[config.mk]
export PLATFORM = sky130hd
export DESIGN_NAME = arbitro_sumador
export DESIGN_NICKNAME = d
export VERILOG_FILES = /design/src/rtl/arbitro_pkg.sv /design/src/rtl/sumador_tag_pipe.sv /design/src/rtl/arbitro_sumador.sv
export SDC_FILE = /design/constraint.sdc
export NUM_CORES = 1
export LEC_CHECK = 0
export ABC_AREA = 1
export ABC_CLOCK_PERIOD_IN_PS = 3900
export BUFFER_PORTS_ARGS = -buffer_cell sky130_fd_sc_hd__buf_2
export CAP_MARGIN = 20
export CORE_MARGIN = 5
export CORE_UTILIZATION = 50
export CTS_CLUSTER_SIZE = 30
export DETAILED_ROUTE_END_ITERATION = 16
export PLACE_DENSITY = 0.9
export SLEW_MARGIN = 20
export SYNTH_ARGS = -nofsm -noshare
export SYNTH_HDL_FRONTEND = slang
export SYNTH_HIERARCHICAL = 1
export SYNTH_SLANG_ARGS = --single-unit
[constraint.sdc]
create_clock -name clk -period 3.9 [get_ports clk]
set_input_delay 0.585 -clock clk [delete_from_list [all_inputs] [get_ports clk]]
set_output_delay 0.585 -clock clk [all_outputs]
set_load 0.01 [all_outputs]
[src/rtl/arbitro_pkg.sv]
// Shared definitions for the round-robin arbiter in front of the pipelined 4-bit adder.
package arbitro_pkg;
    localparam int W         = 4;
    localparam int N_REQ_DEF = 4;
    localparam int LAT_DEF   = 2;

    typedef enum logic [1:0] {
        ST_IDLE  = 2'b00,
        ST_RUN   = 2'b01,
        ST_DRAIN = 2'b10
    } state_t;

    // Width of a requester ID; a single requester still needs one bit.
    function automatic int id_width(input int n);
        return (n > 1) ? $clog2(n) : 1;
    endfunction
endpackage

[src/rtl/sumador_tag_pipe.sv]
// LAT-deep shift register carrying {valid, requester id} alongside the adder pipeline.
module sumador_tag_pipe
    import arbitro_pkg::*;
#(
    parameter int N_REQ = N_REQ_DEF,
    parameter int LAT   = LAT_DEF,
    localparam int IDW  = id_width(N_REQ)
) (
    input  logic           clk,
    input  logic           reset_L,
    input  logic           tag_valid_i,
    input  logic [IDW-1:0] tag_id_i,
    output logic           tag_valid_o,
    output logic [IDW-1:0] tag_id_o
);

    logic           valid_q [LAT];
    logic [IDW-1:0] id_q    [LAT];

    // Shift tags one stage per cycle; reset drops every in-flight tag.
    always_ff @(posedge clk or negedge reset_L) begin
        if (!reset_L) begin
            for (int j = 0; j < LAT; j++) begin
                valid_q[j] <= 1'b0;
                id_q[j]    <= '0;
            end
        end else begin
            valid_q[0] <= tag_valid_i;
            id_q[0]    <= tag_id_i;
            for (int j = 1; j < LAT; j++) begin
                valid_q[j] <= valid_q[j-1];
                id_q[j]    <= id_q[j-1];
            end
        end
    end

    assign tag_valid_o = valid_q[LAT-1];
    assign tag_id_o    = id_q[LAT-1];

endmodule

[src/rtl/arbitro_sumador.sv]
// Round-robin arbiter sharing one pipelined adder among N_REQ requesters, with tagged returns.
module arbitro_sumador
    import arbitro_pkg::*;
#(
    parameter int N_REQ = N_REQ_DEF,
    parameter int LAT   = LAT_DEF
) (
    input  logic               clk,
    input  logic               reset_L,
    input  logic               enable,
    input  logic               stop,
    input  logic [N_REQ-1:0]   req_valid,
    input  logic [W*N_REQ-1:0] req_dataA,
    input  logic [W*N_REQ-1:0] req_dataB,
    output logic [N_REQ-1:0]   req_ready,
    output logic [W-1:0]       dataA,
    output logic [W-1:0]       dataB,
    input  logic [W-1:0]       sum30_dd,
    output logic [N_REQ-1:0]   rsp_valid,
    output logic [W-1:0]       rsp_sum,
    output logic               drained
);

    localparam int IDW = id_width(N_REQ);
    localparam int CW  = $clog2(LAT + 3);

    state_t           state_q, state_d;
    logic [IDW-1:0]   rr_ptr_q, rr_ptr_d;
    logic [CW-1:0]    inflight_q, inflight_d;
    logic [W-1:0]     dataA_q, dataA_d, dataB_q, dataB_d;
    logic             tag_v_q, tag_v_d;
    logic [IDW-1:0]   tag_id_q, tag_id_d;
    logic [N_REQ-1:0] rsp_valid_q, rsp_valid_d;
    logic [W-1:0]     rsp_sum_q, rsp_sum_d;

    logic             arb_en_s;
    logic [N_REQ-1:0] grant_s;
    logic [IDW-1:0]   grant_id_s;
    logic [IDW-1:0]   scan_id_s;
    logic             transfer_s;
    logic             rsp_any_s;
    logic             pipe_v_s;
    logic [IDW-1:0]   pipe_id_s;
    logic [W-1:0]     opa_s [N_REQ];
    logic [W-1:0]     opb_s [N_REQ];

    for (genvar g = 0; g < N_REQ; g++) begin : g_unpack
        assign opa_s[g] = req_dataA[g*W +: W];
        assign opb_s[g] = req_dataB[g*W +: W];
    end

    // Grants are only offered in RUN on a cycle without a stop request.
    assign arb_en_s  = (state_q == ST_RUN) && !stop;
    assign rsp_any_s = |rsp_valid_q;

    // Round-robin scan from rr_ptr; the first valid requester wins and the pointer moves past it.
    always_comb begin
        grant_s    = '0;
        grant_id_s = '0;
        scan_id_s  = '0;
        transfer_s = 1'b0;
        rr_ptr_d   = rr_ptr_q;
        for (int k = 0; k < N_REQ; k++) begin
            scan_id_s = IDW'((int'(rr_ptr_q) + k) % N_REQ);
            if (arb_en_s && !transfer_s && req_valid[scan_id_s]) begin
                transfer_s          = 1'b1;
                grant_id_s          = scan_id_s;
                grant_s[scan_id_s]  = 1'b1;
                rr_ptr_d            = IDW'((int'(rr_ptr_q) + k + 1) % N_REQ);
            end else begin
                transfer_s = transfer_s;
            end
        end
    end

    // Sequencing: IDLE -> RUN on enable, RUN -> DRAIN on stop, DRAIN -> IDLE once nothing is in flight.
    always_comb begin
        state_d = state_q;
        case (state_q)
            ST_IDLE: begin
                if (enable) state_d = ST_RUN;
                else        state_d = ST_IDLE;
            end
            ST_RUN: begin
                if (stop) state_d = ST_DRAIN;
                else      state_d = ST_RUN;
            end
            ST_DRAIN: begin
                if (inflight_q == '0) state_d = ST_IDLE;
                else                  state_d = ST_DRAIN;
            end
            default: state_d = ST_IDLE;
        endcase
    end

    // Issue the granted operands to the adder, or a zero bubble with an invalid tag.
    always_comb begin
        dataA_d  = '0;
        dataB_d  = '0;
        tag_v_d  = 1'b0;
        tag_id_d = '0;
        if (transfer_s) begin
            dataA_d  = opa_s[grant_id_s];
            dataB_d  = opb_s[grant_id_s];
            tag_v_d  = 1'b1;
            tag_id_d = grant_id_s;
        end else begin
            tag_v_d  = 1'b0;
        end
    end

    // Route the adder result to the requester named by the tag leaving the pipe.
    always_comb begin
        rsp_valid_d = '0;
        rsp_sum_d   = '0;
        for (int i = 0; i < N_REQ; i++) begin
            if (pipe_v_s && (pipe_id_s == IDW'(i))) rsp_valid_d[i] = 1'b1;
            else                                     rsp_valid_d[i] = 1'b0;
        end
        if (pipe_v_s) rsp_sum_d = sum30_dd;
        else          rsp_sum_d = '0;
    end

    // Operations in flight: up on a transfer, down on a response, steady when both coincide.
    always_comb begin
        inflight_d = inflight_q;
        if (transfer_s && !rsp_any_s)      inflight_d = inflight_q + CW'(1);
        else if (!transfer_s && rsp_any_s) inflight_d = inflight_q - CW'(1);
        else                               inflight_d = inflight_q;
    end

    // All control, issue and response state.
    always_ff @(posedge clk or negedge reset_L) begin
        if (!reset_L) begin
            state_q     <= ST_IDLE;
            rr_ptr_q    <= '0;
            inflight_q  <= '0;
            dataA_q     <= '0;
            dataB_q     <= '0;
            tag_v_q     <= 1'b0;
            tag_id_q    <= '0;
            rsp_valid_q <= '0;
            rsp_sum_q   <= '0;
        end else begin
            state_q     <= state_d;
            rr_ptr_q    <= rr_ptr_d;
            inflight_q  <= inflight_d;
            dataA_q     <= dataA_d;
            dataB_q     <= dataB_d;
            tag_v_q     <= tag_v_d;
            tag_id_q    <= tag_id_d;
            rsp_valid_q <= rsp_valid_d;
            rsp_sum_q   <= rsp_sum_d;
        end
    end

    sumador_tag_pipe #(
        .N_REQ (N_REQ),
        .LAT   (LAT)
    ) u_tag_pipe (
        .clk         (clk),
        .reset_L     (reset_L),
        .tag_valid_i (tag_v_q),
        .tag_id_i    (tag_id_q),
        .tag_valid_o (pipe_v_s),
        .tag_id_o    (pipe_id_s)
    );

    assign req_ready = grant_s;
    assign dataA     = dataA_q;
    assign dataB     = dataB_q;
    assign rsp_valid = rsp_valid_q;
    assign rsp_sum   = rsp_sum_q;
    assign drained   = (state_q == ST_IDLE) && (inflight_q == '0);

endmodule

==> metrics.cfg, run 1 <==
[critical_path]
slowest_stage = dfrtp_1
criticalPathCategory = reg2out
crit_path_frequent_cell = inv_1
r2r-start = rr_ptr_q[0]
worst_setup_path_end_kind = primary output
worst-r2r-setup-slack_ns = 0.78
critical_path.cell_chain = inv_2 -> ha_1 -> inv_1 -> nand3_2 -> nand2_2 -> nand3_1 -> nor2_2 -> inv_1 -> o22ai_1 -> a21oi_1 -> nand2_1 -> buf_2
arrival_ns = 2.56
path_max_fanout = 9
rr_worst_depth = 15
cp-start-kind = flip-flop
cp_data_required_time_ns = 3.31
critical-path-max-stage-delay_ns = 0.52
r2r-end = inflight_q[2]

[timing]
layout_setup_ws_ns = 0.7555
setup_violations = 0
max_slew.worst_pin.slew_ns = 0.6789
min_period_over_period_pct = 80.63
clock-skew-final_ns = 0.005256
finalCriticalPeriod_ns = 3.145
hold_viol = 0
timing.fmax_mhz = 318.0
grt_setup_unrepaired = false
finalSetupTns_ns = 0
holdWs_ns = 0.3418
slew_viol_final = 0
relSlewSlack_pct = 54.74

[logic_synthesis]
syn_avg_cell_area_um2 = 8.157
synthSimpleGateAreaFrac_pct = 33.85
synthXorXnorAreaFrac_pct = 0.9061
netlist_area_um2 = 1933
ys_warn_count = 6
synth-seq-cells = 32
synth_fa_ha_area_share_pct = 4.272
yosysSeqAreaShare_pct = 41.42
synthMuxAreaShare_pct = 0.5825
synth_top_family_by_area = simple AND/OR/NAND/NOR gates
synthCells = 237
synth.distinct_cells = 35
synth-compound-area-share_pct = 7.249
syn_nets = 287

[power_and_ir_drop]
irDropWorstVdd_uv = 419.0
finalPower_mw = 1.567
p_leak_nw = 1.371
p_per_area_nw_per_um2 = 660.8

[clocking]
cts_root_buffer = clkbuf_8
ctsResizeCount = 0
cts-hold-fix-buffers = 0
cts_tree = yes
postCtsSetupRepairBufs = 0
numCtsBuffers = 5
clock_path_buffers = 2
worstSkewPairLatency_ns = 0.28
clkTransAtPathRegs_ns = 0.07
cts.sinks = 32
cts_max_level = 2

[floorplan]
die_area_um2 = 5210
die_w_um = 72.18
core_area_um2 = 3716
start_util_pct = 52.02
die_height_um = 72.18
io_pins = 65
num_rows = 22

[layout]
final_cells = 351
final_area_um2 = 2371
syn2layout_area_growth_pct = 22.65
diodes = 0
final_util_pct = 63.80
drive_gt1_share_pct = 33.66
nets = 352

[place]
globalplace.congestion = 0.9437
post_dp_cell_area_um2 = 2260
place.port_buffers = 64
pre_cts_ws_ns = 0.8215
post-place-cells = 343
dp_hpwl_mm = 3.450

[global_route]
grt_pass1_vias = 1595
grt_max_degree = 33
overflow = 0
track_usage_pct = 16.88
grt_pass1_wl_mm = 6.969
antenna_found_initial = 0

[route]
drcViolationCount = 0
m1WireLength_mm = 1.912
avgRoutedWirePerCell_um = 12.27
top_layer = met4
viasPerCell = 4.949
wl_met3_um = 289
drtPass1Iterations = 4
ant_nets = 0
drt_iter0_drc = 82
via_count = 1737
met2_length_mm = 2.028
routed_wl_mm = 4.308

[run]
drv_cap = 0

[worst_hold_path]
hold_path_class = in2async

[status]
status = complete, no violations

kinds of logic (layout without fill, tap and decap cells):
family	Yosys count	after routing
XOR/XNOR	2	2
buffers and inverters	52	118
AND/OR/NAND/NOR	120	120
multiplexers	1	1
adder cells (fa/ha/maj)	6	6
AO/OA/AOI/OAI	24	24
flip-flops	32	32
cell usage after synthesis:
cell	instances	area [um^2]
xor2_1	1	8.760
inv_1	41	153.9
buf_2	1	5.000
buf_6	3	33.78
and2_1	1	6.260
nand4_1	2	12.51
nor2_2	3	18.77
nand2_1	50	187.7
o21a_1	1	7.510
nand3_2	7	70.07
buf_4	2	15.01
nand3b_1	5	37.54
fa_1	1	20.02
dfrtp_1	32	800.8
mux2_2	1	11.26
o221ai_1	1	8.760
nor3_1	6	30.03
nand3_1	29	145.1
nand2_2	4	25.02
o21ai_0	3	15.01
a21oi_1	10	50.05
inv_2	5	18.77
or2_2	3	18.77
ha_1	5	62.56
o21ai_1	4	20.02
nand4_4	1	21.27
nor4_1	1	6.260
nand2_4	3	33.78
o2111ai_1	1	8.760
nor2_4	3	33.78
o311ai_0	1	8.760
xnor2_1	1	8.760
a22oi_1	2	15.01
o22ai_1	1	6.260
nor2_1	2	7.510
worst max-delay path by stage:
stage,slack [ns],cells past startpoint,start,endpoint
after CTS,0.79,12,rr_ptr_q[0],req_ready[2]
after global placement,0.90,15,rr_ptr_q[0],inflight_q[2]
after detailed placement,0.82,15,rr_ptr_q[0],inflight_q[2]
final,0.76,12,rr_ptr_q[0],req_ready[2]
after floorplan,1.12,15,rr_ptr_q[0],inflight_q[2]
after global routing,0.51,15,rr_ptr_q[0],inflight_q[2]
power breakdown:
group	leakage (nW)	internal, mW	switching, mW
combinational	0.892	0.272	0.477
clock	0.0541	0.189	0.118
sequential	0.425	0.439	0.0711
total	1.37	0.900	0.667
critical path, delay by kind of cell (launching register included):
kind | cells | cell delay, ns
buffers and inverters | 4 | 0.53
adders and majority gates | 1 | 0.38
and+or+nand+nor | 5 | 0.65
AOI/OAI and AO/OA | 2 | 0.19
DFF | 1 | 0.52
cell usage in the layout, fill, tap and decap left out, types with 4 or more instances in the layout:
cell type / netlist / routed
nor3_1: 6 / 6
ha_1: 5 / 5
nand3_1: 29 / 29
a21oi_1: 10 / 10
nand2_2: 4 / 4
nand3_2: 7 / 7
o21ai_1: 4 / 4
clkbuf_8: 0 / 5
inv_1: 41 / 41
nand3b_1: 5 / 5
buf_2: 1 / 64
dfrtp_1: 32 / 32
nand2_1: 50 / 50
inv_2: 5 / 5
area by class of cell:
type	instances	area (um^2)
timing repair buffer	64	320.3
multi-input combinational	153	905.9
tap	48	60.06
sequential	32	800.8
inverter	46	172.7
fill	341	1345
clock inverter	3	42.54
clock buffer	5	68.82
sequential cells by signal, summed over array words and instances (netlist names):
register	flops
u_tag_pipe/tag_valid_o	1
rsp_valid	4
u_tag_pipe/tag_id_o	2
tag_id_q	2
rsp_sum	4
u_tag_pipe/valid_q	1
u_tag_pipe/id_q	2
dataA	4
state_q	2
rr_ptr_q	2
dataB	4
inflight_q	3
tag_v_q	1
routing by layer:
layer,vias up,GRT usage [%]
li1,886,-
met1,775,22.87
met2,67,26.79
met3,9,4.294
met4,0,4.593
met5,-,0
Power figures use the tool's default switching activity.
==> run 2: changes to the inputs <==
- ABC_CLOCK_PERIOD_IN_PS: 3900 -> 3100
- clock period: 3.9 -> 3.1 ns (I/O delays scaled with it)
==> run 2 against run 1 <==
Net effect: clock power rose by 6%; sequential cell count did not move; register-to-register slack lost 0.53 ns; cell area grew 0.47%; non-clock buffer count rose by 3; core utilization up 0.30 points; power increased by 24%; clock skew increased by 0.0014 ns; setup slack worse by 0.57 ns; worst hold slack worse by 0.13 ns.
==> metrics.cfg, run 2 (same netlist as run 1, synthesis figures left out) <==
[timing]
relSlewSlack_pct = 55.96
max_slew.worst_pin.slew_ns = 0.6605
setup_violations = 0
grt_setup_unrepaired = false
min_period_over_period_pct = 93.98
clock-skew-final_ns = 0.006683
finalSetupTns_ns = 0
finalCriticalPeriod_ns = 2.913
timing.fmax_mhz = 343.2
slew_viol_final = 0
hold_viol = 0

[global_route]
track_usage_pct = 17.91
grt_pass1_vias = 1627
overflow = 0
grt_pass1_wl_mm = 7.341
grt_max_degree = 33
antenna_found_initial = 0

[place]
place.port_buffers = 64
dp_hpwl_mm = 3.593
globalplace.congestion = 0.8850
post-place-cells = 346
post_dp_cell_area_um2 = 2282

[floorplan]
die_height_um = 72.18
core_area_um2 = 3716
die_area_um2 = 5210
io_pins = 65
num_rows = 22
die_w_um = 72.18
start_util_pct = 52.02

[clocking]
clock_path_buffers = 2
cts.sinks = 32
cts_root_buffer = clkbuf_8
clkTransAtPathRegs_ns = 0.07
cts_tree = yes
postCtsSetupRepairBufs = 0
numCtsBuffers = 5
worstSkewPairLatency_ns = 0.28
cts_max_level = 2

[route]
ant_nets = 0
viasPerCell = 4.915
top_layer = met4
drcViolationCount = 0
met2_length_mm = 2.215
wl_met3_um = 345
routed_wl_mm = 4.497
via_count = 1740
drt_iter0_drc = 70
avgRoutedWirePerCell_um = 12.70
drtPass1Iterations = 4
m1WireLength_mm = 1.901

[critical_path]
cp-start-kind = flip-flop
arrival_ns = 2.45
criticalPathCategory = reg2out
worst_setup_path_end_kind = primary output
path_max_fanout = 7
cp_data_required_time_ns = 2.63

[run]
drv_cap = 0

[layout]
final_cells = 354
drive_gt1_share_pct = 34.31
register_area_um2 = 802.0
multi_input_area_um2 = 910.9
final_util_pct = 64.11
diodes = 0
final_common_cell = buf_2
nets = 355
final_area_um2 = 2382
syn2layout_area_growth_pct = 23.24
nFillCells = 322
final_cell_mix = buf_2, nand2_1, inv_1

[power_and_ir_drop]
p_leak_nw = 1.375
finalPower_mw = 1.942
p_per_area_nw_per_um2 = 815.1
irDropWorstVdd_uv = 313.2

[status]
status = complete, no violations

[worst_hold_path]
hold_path_class = in2async

## run 2: layout make-up
type,instances,share of cell area (%)
clock inverters,1,0.3151
well taps,48,2.521
multi-input cells,153,38.24
inverters,46,7.248
flip-flops and latches,32,33.67
repair buffers,67,14.39
clock buffers,7,3.624
## run 2: power by group
group / switching (mW) / leakage (nW) / internal [mW] / total, mW
Clock: 0.144 / 0.0445 / 0.180 / 0.324
Sequential: 0.0882 / 0.423 / 0.553 / 0.642
Combinational: 0.614 / 0.907 / 0.362 / 0.976
Total: 0.846 / 1.37 / 1.10 / 1.94
## run 2: repair_timing
action,4_1_cts,5_1_grt
hold buffers,0,0
endpoints found under the hold margin,0,0
setup endpoints to repair,0,4
resized for setup,0,2
## run 2: worst paths after layout
kind / from / to / slack [ns] / cells after the start
worst max-delay path: rr_ptr_q[1] / req_ready[1] / 0.19 / 11
worst min-delay path: reset_L / tag_v_q / 0.21 / 1
worst max register to register: rr_ptr_q[1] / inflight_q[2] / 0.25 / 15
worst min register to register: u_tag_pipe/id_q[2] / u_tag_pipe/tag_id_o[0] / 0.35 / 0
max in group asynchronous: reset_L / rr_ptr_q[1] / 2.42 / 1
min in group clk: u_tag_pipe/id_q[2] / u_tag_pipe/tag_id_o[0] / 0.35 / 0
## run 2: worst max-delay path: stages, from the launching register on
cell and delay, ns:
dfrtp_2 0.46, inv_1 0.20, ha_1 0.33, inv_1 0.16, nand3_2 0.13, nand2_2 0.12, nand4_4 0.12, nor2_4 0.11
buf_4 0.17, inv_1 0.06, o2111ai_1 0.16, buf_2 0.16
## run 2: metrics by stage
stage                     setup slack [ns]  hold WS, ns
after floorplan                     0.3178       0.1694
after global placement              0.3109       0.3310
after detailed placement            0.2063       0.3381
after CTS                           0.1380       0.2311
after global routing              0.001618       0.2794
final                               0.1865       0.2118
## run 2: routing by layer
layer,track usage (%),up-vias
met4,6.054,0
met1,23.62,785
met2,28.92,61
met5,0,-
li1,-,891
met3,4.155,3
